==> config.mk <==
export PLATFORM = sky130hd
export DESIGN_NAME = mem_issue_queue_flat
export DESIGN_NICKNAME = d
export VERILOG_FILES = /design/src/rtl/mem_issue_queue_if.sv /design/src/rtl/mem_issue_queue.sv /design/src/flat_wrapper.sv
export SDC_FILE = /design/constraint.sdc
export NUM_CORES = 1
export LEC_CHECK = 0
export BUFFER_PORTS_ARGS = -buffer_cell sky130_fd_sc_hd__buf_2
export CORE_MARGIN = 2
export CORE_UTILIZATION = 40
export CTS_BUF_LIST = sky130_fd_sc_hd__clkbuf_8
export CTS_CLUSTER_SIZE = 25
export DETAILED_ROUTE_END_ITERATION = 16
export GPL_TIMING_DRIVEN = 0
export HOLD_SLACK_MARGIN = 0.15
export SYNTH_ARGS = -nofsm -noshare
export SYNTH_HDL_FRONTEND = slang
export SYNTH_SLANG_ARGS = --single-unit
==> constraint.sdc <==
create_clock -name clk -period 9.38 [get_ports clk]
set_input_delay 0.469 -clock clk [delete_from_list [all_inputs] [get_ports clk]]
set_output_delay 0.469 -clock clk [all_outputs]
set_load 0.1 [all_outputs]
==> src/rtl/mem_issue_queue_if.sv <==
// Issue-side, CDB and memory-pipeline signals of the mem issue queue.
// The queue takes the slave view; the issue stage / bench takes master.
interface mem_issue_queue_if #(
  parameter int DEPTH = 4
);
  logic        flush;
  logic        alloc_valid;
  logic        alloc_ready;
  logic        alloc_read;
  logic        alloc_write;
  logic [2:0]  alloc_id;
  logic        alloc_a_wait;
  logic [2:0]  alloc_a_tag;
  logic [31:0] alloc_a_val;
  logic [31:0] alloc_imm;
  logic        alloc_d_wait;
  logic [2:0]  alloc_d_tag;
  logic [31:0] alloc_d_val;
  logic        cdb_valid;
  logic [2:0]  cdb_id;
  logic [31:0] cdb_value;
  logic        mem_MemRead_M;
  logic        mem_MemWrite_M;
  logic        mem_valid_M;
  logic [2:0]  mem_id_M;
  logic [31:0] mem_srcA_M;
  logic [31:0] mem_scrB_M;
  logic [31:0] mem_store_data_M;
  logic [$clog2(DEPTH):0] count;

  modport master (
    output flush, alloc_valid, alloc_read, alloc_write, alloc_id,
    output alloc_a_wait, alloc_a_tag, alloc_a_val, alloc_imm,
    output alloc_d_wait, alloc_d_tag, alloc_d_val,
    output cdb_valid, cdb_id, cdb_value,
    input  alloc_ready, mem_MemRead_M, mem_MemWrite_M, mem_valid_M,
    input  mem_id_M, mem_srcA_M, mem_scrB_M, mem_store_data_M, count
  );

  modport slave (
    input  flush, alloc_valid, alloc_read, alloc_write, alloc_id,
    input  alloc_a_wait, alloc_a_tag, alloc_a_val, alloc_imm,
    input  alloc_d_wait, alloc_d_tag, alloc_d_val,
    input  cdb_valid, cdb_id, cdb_value,
    output alloc_ready, mem_MemRead_M, mem_MemWrite_M, mem_valid_M,
    output mem_id_M, mem_srcA_M, mem_scrB_M, mem_store_data_M, count
  );
endinterface

==> src/rtl/mem_issue_queue.sv <==
// In-order load/store issue queue: snoops the CDB for pending operands
// and dispatches one resolved op per cycle to the memory pipeline.
module mem_issue_queue #(
  parameter int DEPTH = 4
) (
  input  logic clk,
  input  logic rst,
  mem_issue_queue_if.slave bus
);
  localparam int PW = $clog2(DEPTH);
  localparam int CW = PW + 1;

  typedef struct packed {
    logic        read;
    logic        write;
    logic [2:0]  id;
    logic        a_wait;
    logic [2:0]  a_tag;
    logic [31:0] a_val;
    logic [31:0] imm;
    logic        d_wait;
    logic [2:0]  d_tag;
    logic [31:0] d_val;
  } entry_t;

  entry_t ent_q [DEPTH];
  entry_t ent_d [DEPTH];
  entry_t head_ent;
  entry_t new_ent;

  logic [PW-1:0] head_q, head_d;
  logic [PW-1:0] tail_q, tail_d;
  logic [CW-1:0] count_q, count_d;

  logic alloc_ready;
  logic head_rdy;
  logic do_alloc;
  logic do_pop;

  logic        vld_q, vld_d;
  logic        rd_q, rd_d;
  logic        wr_q, wr_d;
  logic [2:0]  id_q, id_d;
  logic [31:0] srca_q, srca_d;
  logic [31:0] srcb_q, srcb_d;
  logic [31:0] sdat_q, sdat_d;

  // Readiness uses stored state only, so a CDB hit dispatches next cycle.
  always_comb begin
    head_ent    = ent_q[head_q];
    alloc_ready = (count_q != CW'(DEPTH));
    head_rdy    = (count_q != '0) && !head_ent.a_wait &&
                  (!head_ent.write || !head_ent.d_wait);
    do_alloc    = bus.alloc_valid && alloc_ready && !bus.flush;
    do_pop      = head_rdy && !bus.flush;
  end

  always_comb begin
    new_ent.read   = bus.alloc_read;
    new_ent.write  = bus.alloc_write;
    new_ent.id     = bus.alloc_id;
    new_ent.a_wait = bus.alloc_a_wait;
    new_ent.a_tag  = bus.alloc_a_tag;
    new_ent.a_val  = bus.alloc_a_val;
    new_ent.imm    = bus.alloc_imm;
    new_ent.d_wait = bus.alloc_d_wait;
    new_ent.d_tag  = bus.alloc_d_tag;
    new_ent.d_val  = bus.alloc_d_val;
    if (bus.cdb_valid && bus.alloc_a_wait &&
        bus.alloc_a_tag == bus.cdb_id) begin
      new_ent.a_wait = 1'b0;
      new_ent.a_val  = bus.cdb_value;
    end
    if (bus.cdb_valid && bus.alloc_d_wait &&
        bus.alloc_d_tag == bus.cdb_id) begin
      new_ent.d_wait = 1'b0;
      new_ent.d_val  = bus.cdb_value;
    end
  end

  always_comb begin
    for (int i = 0; i < DEPTH; i++) begin
      ent_d[i] = ent_q[i];
      if (bus.cdb_valid && ent_q[i].a_wait &&
          ent_q[i].a_tag == bus.cdb_id) begin
        ent_d[i].a_wait = 1'b0;
        ent_d[i].a_val  = bus.cdb_value;
      end
      if (bus.cdb_valid && ent_q[i].d_wait &&
          ent_q[i].d_tag == bus.cdb_id) begin
        ent_d[i].d_wait = 1'b0;
        ent_d[i].d_val  = bus.cdb_value;
      end
    end
    if (do_alloc) ent_d[tail_q] = new_ent;
  end

  always_comb begin
    head_d  = head_q;
    tail_d  = tail_q;
    count_d = count_q;
    if (bus.flush) begin
      head_d  = '0;
      tail_d  = '0;
      count_d = '0;
    end else begin
      if (do_alloc) tail_d = tail_q + 1'b1;
      if (do_pop) head_d = head_q + 1'b1;
      count_d = count_q + CW'(do_alloc) - CW'(do_pop);
    end
  end

  always_comb begin
    vld_d  = 1'b0;
    rd_d   = rd_q;
    wr_d   = wr_q;
    id_d   = id_q;
    srca_d = srca_q;
    srcb_d = srcb_q;
    sdat_d = sdat_q;
    if (do_pop) begin
      vld_d  = 1'b1;
      rd_d   = head_ent.read;
      wr_d   = head_ent.write;
      id_d   = head_ent.id;
      srca_d = head_ent.a_val;
      srcb_d = head_ent.imm;
      sdat_d = head_ent.write ? head_ent.d_val : '0;
    end
  end

  always_ff @(posedge clk or negedge rst) begin
    if (!rst) begin
      for (int i = 0; i < DEPTH; i++) ent_q[i] <= '0;
      head_q  <= '0;
      tail_q  <= '0;
      count_q <= '0;
      vld_q   <= 1'b0;
      rd_q    <= 1'b0;
      wr_q    <= 1'b0;
      id_q    <= '0;
      srca_q  <= '0;
      srcb_q  <= '0;
      sdat_q  <= '0;
    end else begin
      for (int i = 0; i < DEPTH; i++) ent_q[i] <= ent_d[i];
      head_q  <= head_d;
      tail_q  <= tail_d;
      count_q <= count_d;
      vld_q   <= vld_d;
      rd_q    <= rd_d;
      wr_q    <= wr_d;
      id_q    <= id_d;
      srca_q  <= srca_d;
      srcb_q  <= srcb_d;
      sdat_q  <= sdat_d;
    end
  end

  assign bus.alloc_ready      = alloc_ready;
  assign bus.count            = count_q;
  assign bus.mem_valid_M      = vld_q;
  assign bus.mem_MemRead_M    = rd_q;
  assign bus.mem_MemWrite_M   = wr_q;
  assign bus.mem_id_M         = id_q;
  assign bus.mem_srcA_M       = srca_q;
  assign bus.mem_scrB_M       = srcb_q;
  assign bus.mem_store_data_M = sdat_q;
endmodule

==> src/flat_wrapper.sv <==
// flat-port wrapper written by rule: the top's interface ports become plain ports
module mem_issue_queue_flat 
#(
  parameter int DEPTH = 4
)
  (clk, rst, bus_flush, bus_alloc_valid, bus_alloc_read, bus_alloc_write, bus_alloc_id, bus_alloc_a_wait, bus_alloc_a_tag, bus_alloc_a_val, bus_alloc_imm, bus_alloc_d_wait, bus_alloc_d_tag, bus_alloc_d_val, bus_cdb_valid, bus_cdb_id, bus_cdb_value, bus_alloc_ready, bus_mem_MemRead_M, bus_mem_MemWrite_M, bus_mem_valid_M, bus_mem_id_M, bus_mem_srcA_M, bus_mem_scrB_M, bus_mem_store_data_M, bus_count);
  mem_issue_queue_if #(.DEPTH(DEPTH)) bus_i ();
  input  logic clk;
  input  logic rst;
  input wire logic [$bits(bus_i.flush)-1:0] bus_flush;
  input wire logic [$bits(bus_i.alloc_valid)-1:0] bus_alloc_valid;
  input wire logic [$bits(bus_i.alloc_read)-1:0] bus_alloc_read;
  input wire logic [$bits(bus_i.alloc_write)-1:0] bus_alloc_write;
  input wire logic [$bits(bus_i.alloc_id)-1:0] bus_alloc_id;
  input wire logic [$bits(bus_i.alloc_a_wait)-1:0] bus_alloc_a_wait;
  input wire logic [$bits(bus_i.alloc_a_tag)-1:0] bus_alloc_a_tag;
  input wire logic [$bits(bus_i.alloc_a_val)-1:0] bus_alloc_a_val;
  input wire logic [$bits(bus_i.alloc_imm)-1:0] bus_alloc_imm;
  input wire logic [$bits(bus_i.alloc_d_wait)-1:0] bus_alloc_d_wait;
  input wire logic [$bits(bus_i.alloc_d_tag)-1:0] bus_alloc_d_tag;
  input wire logic [$bits(bus_i.alloc_d_val)-1:0] bus_alloc_d_val;
  input wire logic [$bits(bus_i.cdb_valid)-1:0] bus_cdb_valid;
  input wire logic [$bits(bus_i.cdb_id)-1:0] bus_cdb_id;
  input wire logic [$bits(bus_i.cdb_value)-1:0] bus_cdb_value;
  output wire logic [$bits(bus_i.alloc_ready)-1:0] bus_alloc_ready;
  output wire logic [$bits(bus_i.mem_MemRead_M)-1:0] bus_mem_MemRead_M;
  output wire logic [$bits(bus_i.mem_MemWrite_M)-1:0] bus_mem_MemWrite_M;
  output wire logic [$bits(bus_i.mem_valid_M)-1:0] bus_mem_valid_M;
  output wire logic [$bits(bus_i.mem_id_M)-1:0] bus_mem_id_M;
  output wire logic [$bits(bus_i.mem_srcA_M)-1:0] bus_mem_srcA_M;
  output wire logic [$bits(bus_i.mem_scrB_M)-1:0] bus_mem_scrB_M;
  output wire logic [$bits(bus_i.mem_store_data_M)-1:0] bus_mem_store_data_M;
  output wire logic [$bits(bus_i.count)-1:0] bus_count;
  assign bus_i.flush = bus_flush;
  assign bus_i.alloc_valid = bus_alloc_valid;
  assign bus_i.alloc_read = bus_alloc_read;
  assign bus_i.alloc_write = bus_alloc_write;
  assign bus_i.alloc_id = bus_alloc_id;
  assign bus_i.alloc_a_wait = bus_alloc_a_wait;
  assign bus_i.alloc_a_tag = bus_alloc_a_tag;
  assign bus_i.alloc_a_val = bus_alloc_a_val;
  assign bus_i.alloc_imm = bus_alloc_imm;
  assign bus_i.alloc_d_wait = bus_alloc_d_wait;
  assign bus_i.alloc_d_tag = bus_alloc_d_tag;
  assign bus_i.alloc_d_val = bus_alloc_d_val;
  assign bus_i.cdb_valid = bus_cdb_valid;
  assign bus_i.cdb_id = bus_cdb_id;
  assign bus_i.cdb_value = bus_cdb_value;
  assign bus_alloc_ready = bus_i.alloc_ready;
  assign bus_mem_MemRead_M = bus_i.mem_MemRead_M;
  assign bus_mem_MemWrite_M = bus_i.mem_MemWrite_M;
  assign bus_mem_valid_M = bus_i.mem_valid_M;
  assign bus_mem_id_M = bus_i.mem_id_M;
  assign bus_mem_srcA_M = bus_i.mem_srcA_M;
  assign bus_mem_scrB_M = bus_i.mem_scrB_M;
  assign bus_mem_store_data_M = bus_i.mem_store_data_M;
  assign bus_count = bus_i.count;
  mem_issue_queue #(.DEPTH(DEPTH)) u_core (.clk(clk), .rst(rst), .bus(bus_i));
endmodule
---- Word level (Yosys, flattened, before mapping) ----
Index checks and enable logic that the tools add are counted.
W data, S select, Z words.
cells by class
  bitwise gates (word level) .............. 2
  multiplexer cells ....................... 34
  add/subtract/negate cells ............... 4
  equal/unequal tests ..................... 11
  reductions and logical operators ........ 34
  $lt $le $gt $ge ......................... 3
operators by type and width
  kind                   count
  $bwmux W436            1
  $mux W431              1
  $mux W32               11
  $mux W109              3
  $bmux W109 S2          1
  $demux W109 S2         1
  $eq A3 B3 Y1           10
  $logic_and A1 B1 Y1    26
  $mux W1                11
  $mux W2                4
  $ge A3 B3 Y1 const B   2
  $not A2 Y3             2
  $add A2 B1 Y2 const B  2
  $logic_not A1 Y1       4
  $reduce_bool A2 Y1     2
  $add A3 B1 Y3          1
  $lt A3 B1 Y1 const B   1
  $mux W3                1
  $ne A3 B3 Y1 const B   1
  $reduce_bool A3 Y1     1
  $sub A3 B1 Y3          1
  $logic_or A1 B1 Y1     1
word-level totals
  word-level logic and storage cells ...... 138
  output and inout port bits .............. 106
  register bits ........................... 545
  input bits .............................. 149

---- Logic depth before layout (Yosys ltp) ----
  depth after elaboration ................. 10
  depth in mapped cells ................... 13

---- Least setup slack after synthesis ----
No wires, ideal clock.
  kind .................................... flip-flop to flip-flop
  start point ............................. reg u_core.count_q[1], in the netlist u_core.bus.count[1]
  end point ............................... reg u_core.count_q[2], in the netlist u_core.bus.count[2]
  data required time ...................... 9.248 ns
  clock period less this slack ............ 3.280 ns
  data arrival time ....................... 3.148 ns
  buffers on the path ..................... 2
  setup time .............................. 0.132 ns
  setup slack ............................. 6.100 ns
  cell stages (with the launch flop) ...... 13
  path through ............................ dfrtp_1 -> nor3_1 -> a2111o_1 -> buf_2 -> clkbuf_1 -> inv_1 -> ha_1 -> inv_1 -> ha_1 -> inv_1 -> fa_1 -> xnor2_1 -> nor2_1
between the ends
  cells in the longest elaborated chain, start to end .. 6
  elaborated cells between the ends (all ways) .. 10
  those cells by class .................... add/sub (2); eq/ne (1); mux (1); reduce/logical (6)
RTL lines
  what                              RTL line                text
  from (decl)                       mem_issue_queue.sv:33   logic [CW-1:0] count_q, count_d;
  from (signal assigned)            mem_issue_queue.sv:149  count_q <= count_d;
  $reduce_bool A3 Y1                mem_issue_queue.sv:52   head_rdy = (count_q != '0) && !head_ent.a_wait &&
  $logic_and A1 B1 Y1 (2 in a row)  mem_issue_queue.sv:52
  $logic_and A1 B1 Y1               mem_issue_queue.sv:55   do_pop = head_rdy && !bus.flush;
  net u_core.do_pop                 mem_issue_queue.sv:38   logic do_pop;
  $sub A3 B1 Y3                     mem_issue_queue.sv:109  count_d = count_q + CW'(do_alloc) - CW'(do_pop);
  $mux W3                           mem_issue_queue.sv:102  if (bus.flush) begin
  net u_core.count_d[2]             mem_issue_queue.sv:33
The timed path passes the listed nets, and every way through them passes these cells.
A chain may end at the register's enable or synchronous reset.

---- Final worst setup path ----
  start point ............................. reg u_core.head_q[0]
  end point ............................... reg u_core.count_q[2], in the netlist u_core.bus.count[2]
between the ends
  cells in the longest elaborated chain, start to end .. 10
  elaborated cells between the ends (all ways) .. 13
  those cells by class .................... add/sub (1); mux (4); bitwise (1); reduce/logical (7)
RTL lines
  what                                                       RTL line                                      text
  from (decl)                                                mem_issue_queue.sv:31                         logic [PW-1:0] head_q, head_d;
  from (signal assigned)                                     mem_issue_queue.sv:135                        head_q <= '0;
  from (signal assigned)                                     mem_issue_queue.sv:147                        head_q <= head_d;
  $not A2 Y3 (implied by the code) (*)                       mem_issue_queue.sv:50                         head_ent = ent_q[head_q];
  $bmux W109 S2 (*)                                          mem_issue_queue.sv:50
  $mux W109 (implied by the code) (*) (2 in a row)           mem_issue_queue.sv:50
  $logic_not A1 Y1, on equally long branches                 mem_issue_queue.sv:52, mem_issue_queue.sv:53
  $logic_and A1 B1 Y1 or $logic_or A1 B1 Y1 (tied branches)  mem_issue_queue.sv:52, mem_issue_queue.sv:53
  $logic_and A1 B1 Y1 (*)                                    mem_issue_queue.sv:52
  $logic_and A1 B1 Y1 (*)                                    mem_issue_queue.sv:55
  net u_core.do_pop                                          mem_issue_queue.sv:38
  $sub A3 B1 Y3 (*)                                          mem_issue_queue.sv:109
  $mux W3 (*)                                                mem_issue_queue.sv:102
  net u_core.count_d[2]                                      mem_issue_queue.sv:33
Mark *: on every way through the listed nets, which the timed path passes. The rest lies on a longest branch. The select of a mux whose other input is x is not followed.

==> impl_metrics.env <==
export IMPL_status="finished, final reports clean"
export IMPL_dieArea_um2=65600
export IMPL_period_minus_slack_ns=3.95
export IMPL_core_area_um2=63000
export IMPL_hold_viol_final=0
export IMPL_hold_start="bus_alloc_d_val[5]"
export IMPL_antenna_found_initial=15
export IMPL_vias=20400
export IMPL_htree_levels=3
export IMPL_grt_pass1_wl_mm=129
export IMPL_setup_worst_path_end_class="flip-flop"
export IMPL_synth_top_area_cell="dfrtp_1"
export IMPL_ant_nets=0
export IMPL_insertion_delay_ns=0.74
export IMPL_wirelength_mm=85.5
export IMPL_rr_startpoint="u_core.head_q[0]"
export IMPL_grt_max_degree=120
export IMPL_hold_class="in2reg"
export IMPL_synth_cell_types=35
export IMPL_layout_drive_gt1_share_pct=29.8
export IMPL_regArea_um2=13600
export IMPL_clkTransAtPathRegs_ns=0.07
export IMPL_synth_cells=2200
export IMPL_cap_violations=0
export IMPL_portBuffers=218
export IMPL_critical_path_max_fanout=10
export IMPL_dp_worst_setup_slack_ns=5.49
export IMPL_fin_area_um2=30900
export IMPL_ys_top_cells_by_area="dfrtp_1 (54%), o221a_2 (11%), mux4_2 (9.1%)"
export IMPL_clockBufferDepth=3
export IMPL_maxSlewViolCount=0
export IMPL_peakVddDrop_uv=293
export IMPL_rows=92
export IMPL_ys_warn_count=0
export IMPL_p_leak_nw=13.8
export IMPL_fin_crit_sh_pct=42.1
export IMPL_clock_sinks=545
export IMPL_die_width_um=256
export IMPL_synth_nets=2356
export IMPL_yosysSeqAreaShare_pct=53.6
export IMPL_multi_input_area_um2=10700
export IMPL_synth_edf_count=0
export IMPL_tritoncts="done"
export IMPL_syn_avg_cell_area_um2=11.6
export IMPL_cts_root_buffer_cell="clkbuf_8"
export IMPL_startpoint="u_core.head_q[0]"
export IMPL_fillers=5729
export IMPL_die_h_um=256
export IMPL_fmax_mhz=253
export IMPL_drc=0
export IMPL_drt_initial_drc_count=1960
export IMPL_critPathTopFamily="buffers and inverters"
export IMPL_path_class="reg2reg"
export IMPL_globalplace_congestion=0.851
export IMPL_power_total_mw=11.1
export IMPL_ff2ff_setup_slack_ns=5.43
export IMPL_worst_pin_slew_ns=1.32
export IMPL_power_density_nw_per_um2=357
export IMPL_cts_buffers=96
export IMPL_cp_num_buf_inv=6
export IMPL_ys_seq_elements=545
export IMPL_post_dp_hpwl_mm=57.1
export IMPL_grt_use_total_pct=25.9
export IMPL_setup_viol=0
export IMPL_start_util_pct=40.4
export IMPL_drt_first_pass_iters=6
export IMPL_area_delta_synth_final_pct=21.7
export IMPL_place_area_um2=27700
export IMPL_required_ns=9.96
export IMPL_fin_ws_ns=5.43
export IMPL_critPathArrivalTime_ns=4.53
export IMPL_crit_chain="buf_2, mux4_2, a2111o_1, buf_2, clkbuf_1, inv_1, ha_1, inv_1, ha_1, inv_1, fa_1, xnor2_1, nor2_1"
export IMPL_grt_pass1_vias=21300
export IMPL_wl_per_cell_um=24.1
export IMPL_rsz0062_at_grt="false"
export IMPL_finalNetCount=2782
export IMPL_final_setup_tns_ns=0
export IMPL_worstSetupStartpointType="flip-flop"
export IMPL_synthesis_area_um2=25400
export IMPL_cts_setup_buffers=0
export IMPL_slew_headroom_pct=12.2
export IMPL_fin_worst_skew_ns=0.0542
export IMPL_pin_count=255
export IMPL_crit_top_cell="inv_1"
export IMPL_yosysTopAreaCellShare_pct=53.6
export IMPL_viasPerCell=5.76
export IMPL_grt_overflow_total=0
export IMPL_crit_slowest_cell="mux4_2"
export IMPL_critical_path_max_stage_delay_ns=0.62
export IMPL_async_flop_share_pct=100
export IMPL_yosys_most_used_dff="dfrtp_1"
worst paths after layout:
kind / to / depth (start not counted)
worst max-delay path: u_core.bus.count[2] / 13
worst min-delay path: u_core.ent_q[114] / 3
worst max register to register: u_core.bus.count[2] / 13
worst min register to register: u_core.ent_q[256] / 2
max in group asynchronous: u_core.ent_q[260] / 5
min in group asynchronous: u_core.bus.mem_store_data_M[16] / 2
sequential cells by signal, summed over array words and instances (netlist names):
name,cells
u_core.bus.count,3
u_core.bus.mem_MemRead_M,1
u_core.bus.mem_MemWrite_M,1
u_core.bus.mem_id_M,3
u_core.bus.mem_scrB_M,32
u_core.bus.mem_srcA_M,32
u_core.bus.mem_store_data_M,32
u_core.bus.mem_valid_M,1
u_core.ent_q,436
u_core.head_q,2
u_core.tail_q,2
repair_timing:
item | in CTS | in global routing
hold buffers | 105 | 0
resized for setup | 0 | 0
endpoints found under the setup margin | 0 | 0
endpoints found under the hold margin | 448 | 0
layout by cell type, fill, tap and decap left out, types with 5 or more instances in the layout:
master         Yosys  routed
a22o_1             8       8
buf_1             35      35
buf_16             0       5
buf_2             33     250
buf_6              5       5
bufinv_16          0       6
clkbuf_1         152     152
clkbuf_8           0     127
clkinv_2           0       9
dfrtp_1          545     545
diode_2            0       5
dlygate4sd3_1      0     105
ha_1               6       6
inv_1             39      62
mux2_1            46      46
mux2_2            22      22
mux2i_1            8       8
mux4_2           103     103
nand2_1          562     562
nor2_1            14      14
nor4_1             8       8
o21ai_0           32      32
o221a_2          256     256
or2_2              8       8
or3_1            256     256
xor2_1            31      31
synthesized netlist by cell type, types with 14 or more instances:
| cell | count |
|---|---|
| buf_1 | 35 |
| buf_2 | 33 |
| clkbuf_1 | 152 |
| dfrtp_1 | 545 |
| inv_1 | 39 |
| mux2_1 | 46 |
| mux2_2 | 22 |
| mux4_2 | 103 |
| nand2_1 | 562 |
| nor2_1 | 14 |
| o21ai_0 | 32 |
| o221a_2 | 256 |
| or3_1 | 256 |
| xor2_1 | 31 |
cell families (layout without fill, tap and decap cells):
group / after synthesis / count (layout) / share of synthesized area (%)
AND/OR/NAND/NOR: 869 / 869 / 15.8
flip-flops: 545 / 545 / 53.6
AO/OA/AOI/OAI: 302 / 302 / 12.4
buffers and inverters: 264 / 765 / 4.21
multiplexers: 179 / 179 / 12.4
XOR/XNOR: 34 / 34 / 1.17
adder cells (fa/ha/maj): 7 / 7 / 0.374
other: 0 / 5 / 0
worst register-to-register path: cells and delay by family, from the launching register on:
kind | cells | cell delay, ns
fa+ha+maj | 3 | 0.82
buf+inv | 6 | 1.29
mux | 1 | 0.63
simple gates | 1 | 0.06
flops | 1 | 0.32
compound gates | 1 | 0.47
xor+xnor | 1 | 0.19
per-layer routing:
metal | routed length [um] | share of wire, % | track usage, % | up-vias
met5 | 142 | 0.17 | 0 | -
met4 | 2980 | 3.5 | 10.5 | 22
met3 | 7890 | 9.2 | 7.05 | 210
met2 | 40100 | 47 | 40.9 | 999
met1 | 34400 | 40 | 33.7 | 10400
li1 | - | - | - | 8852
power by group:
part	internal, mW	total, mW	switching, mW
combinational	1.73	4.59	2.86
sequential	3.42	4.03	0.614
clock	1.38	2.43	1.05
layout make-up:
cell class,count,share of cell area [%]
sequential,545,44.1
multi-input combinational,1391,34.7
timing repair buffer,328,7.40
clock buffer,127,5.65
tap,846,3.42
buffer,225,2.98
clock inverter,46,1.30
inverter,39,0.473
antenna,5,0.0404
per-stage QoR:
stage	util [%]	hold slack, ns	std cells
after global placement	43.8	0.451	3264
after floorplan	-	0.173	2200
after global routing	49.1	0.176	3551
after CTS	49.1	0.151	3547
after detailed placement	44.0	0.457	3269
final	49.1	0.187	3552
Note: power is estimated with default switching activity, not from simulation.
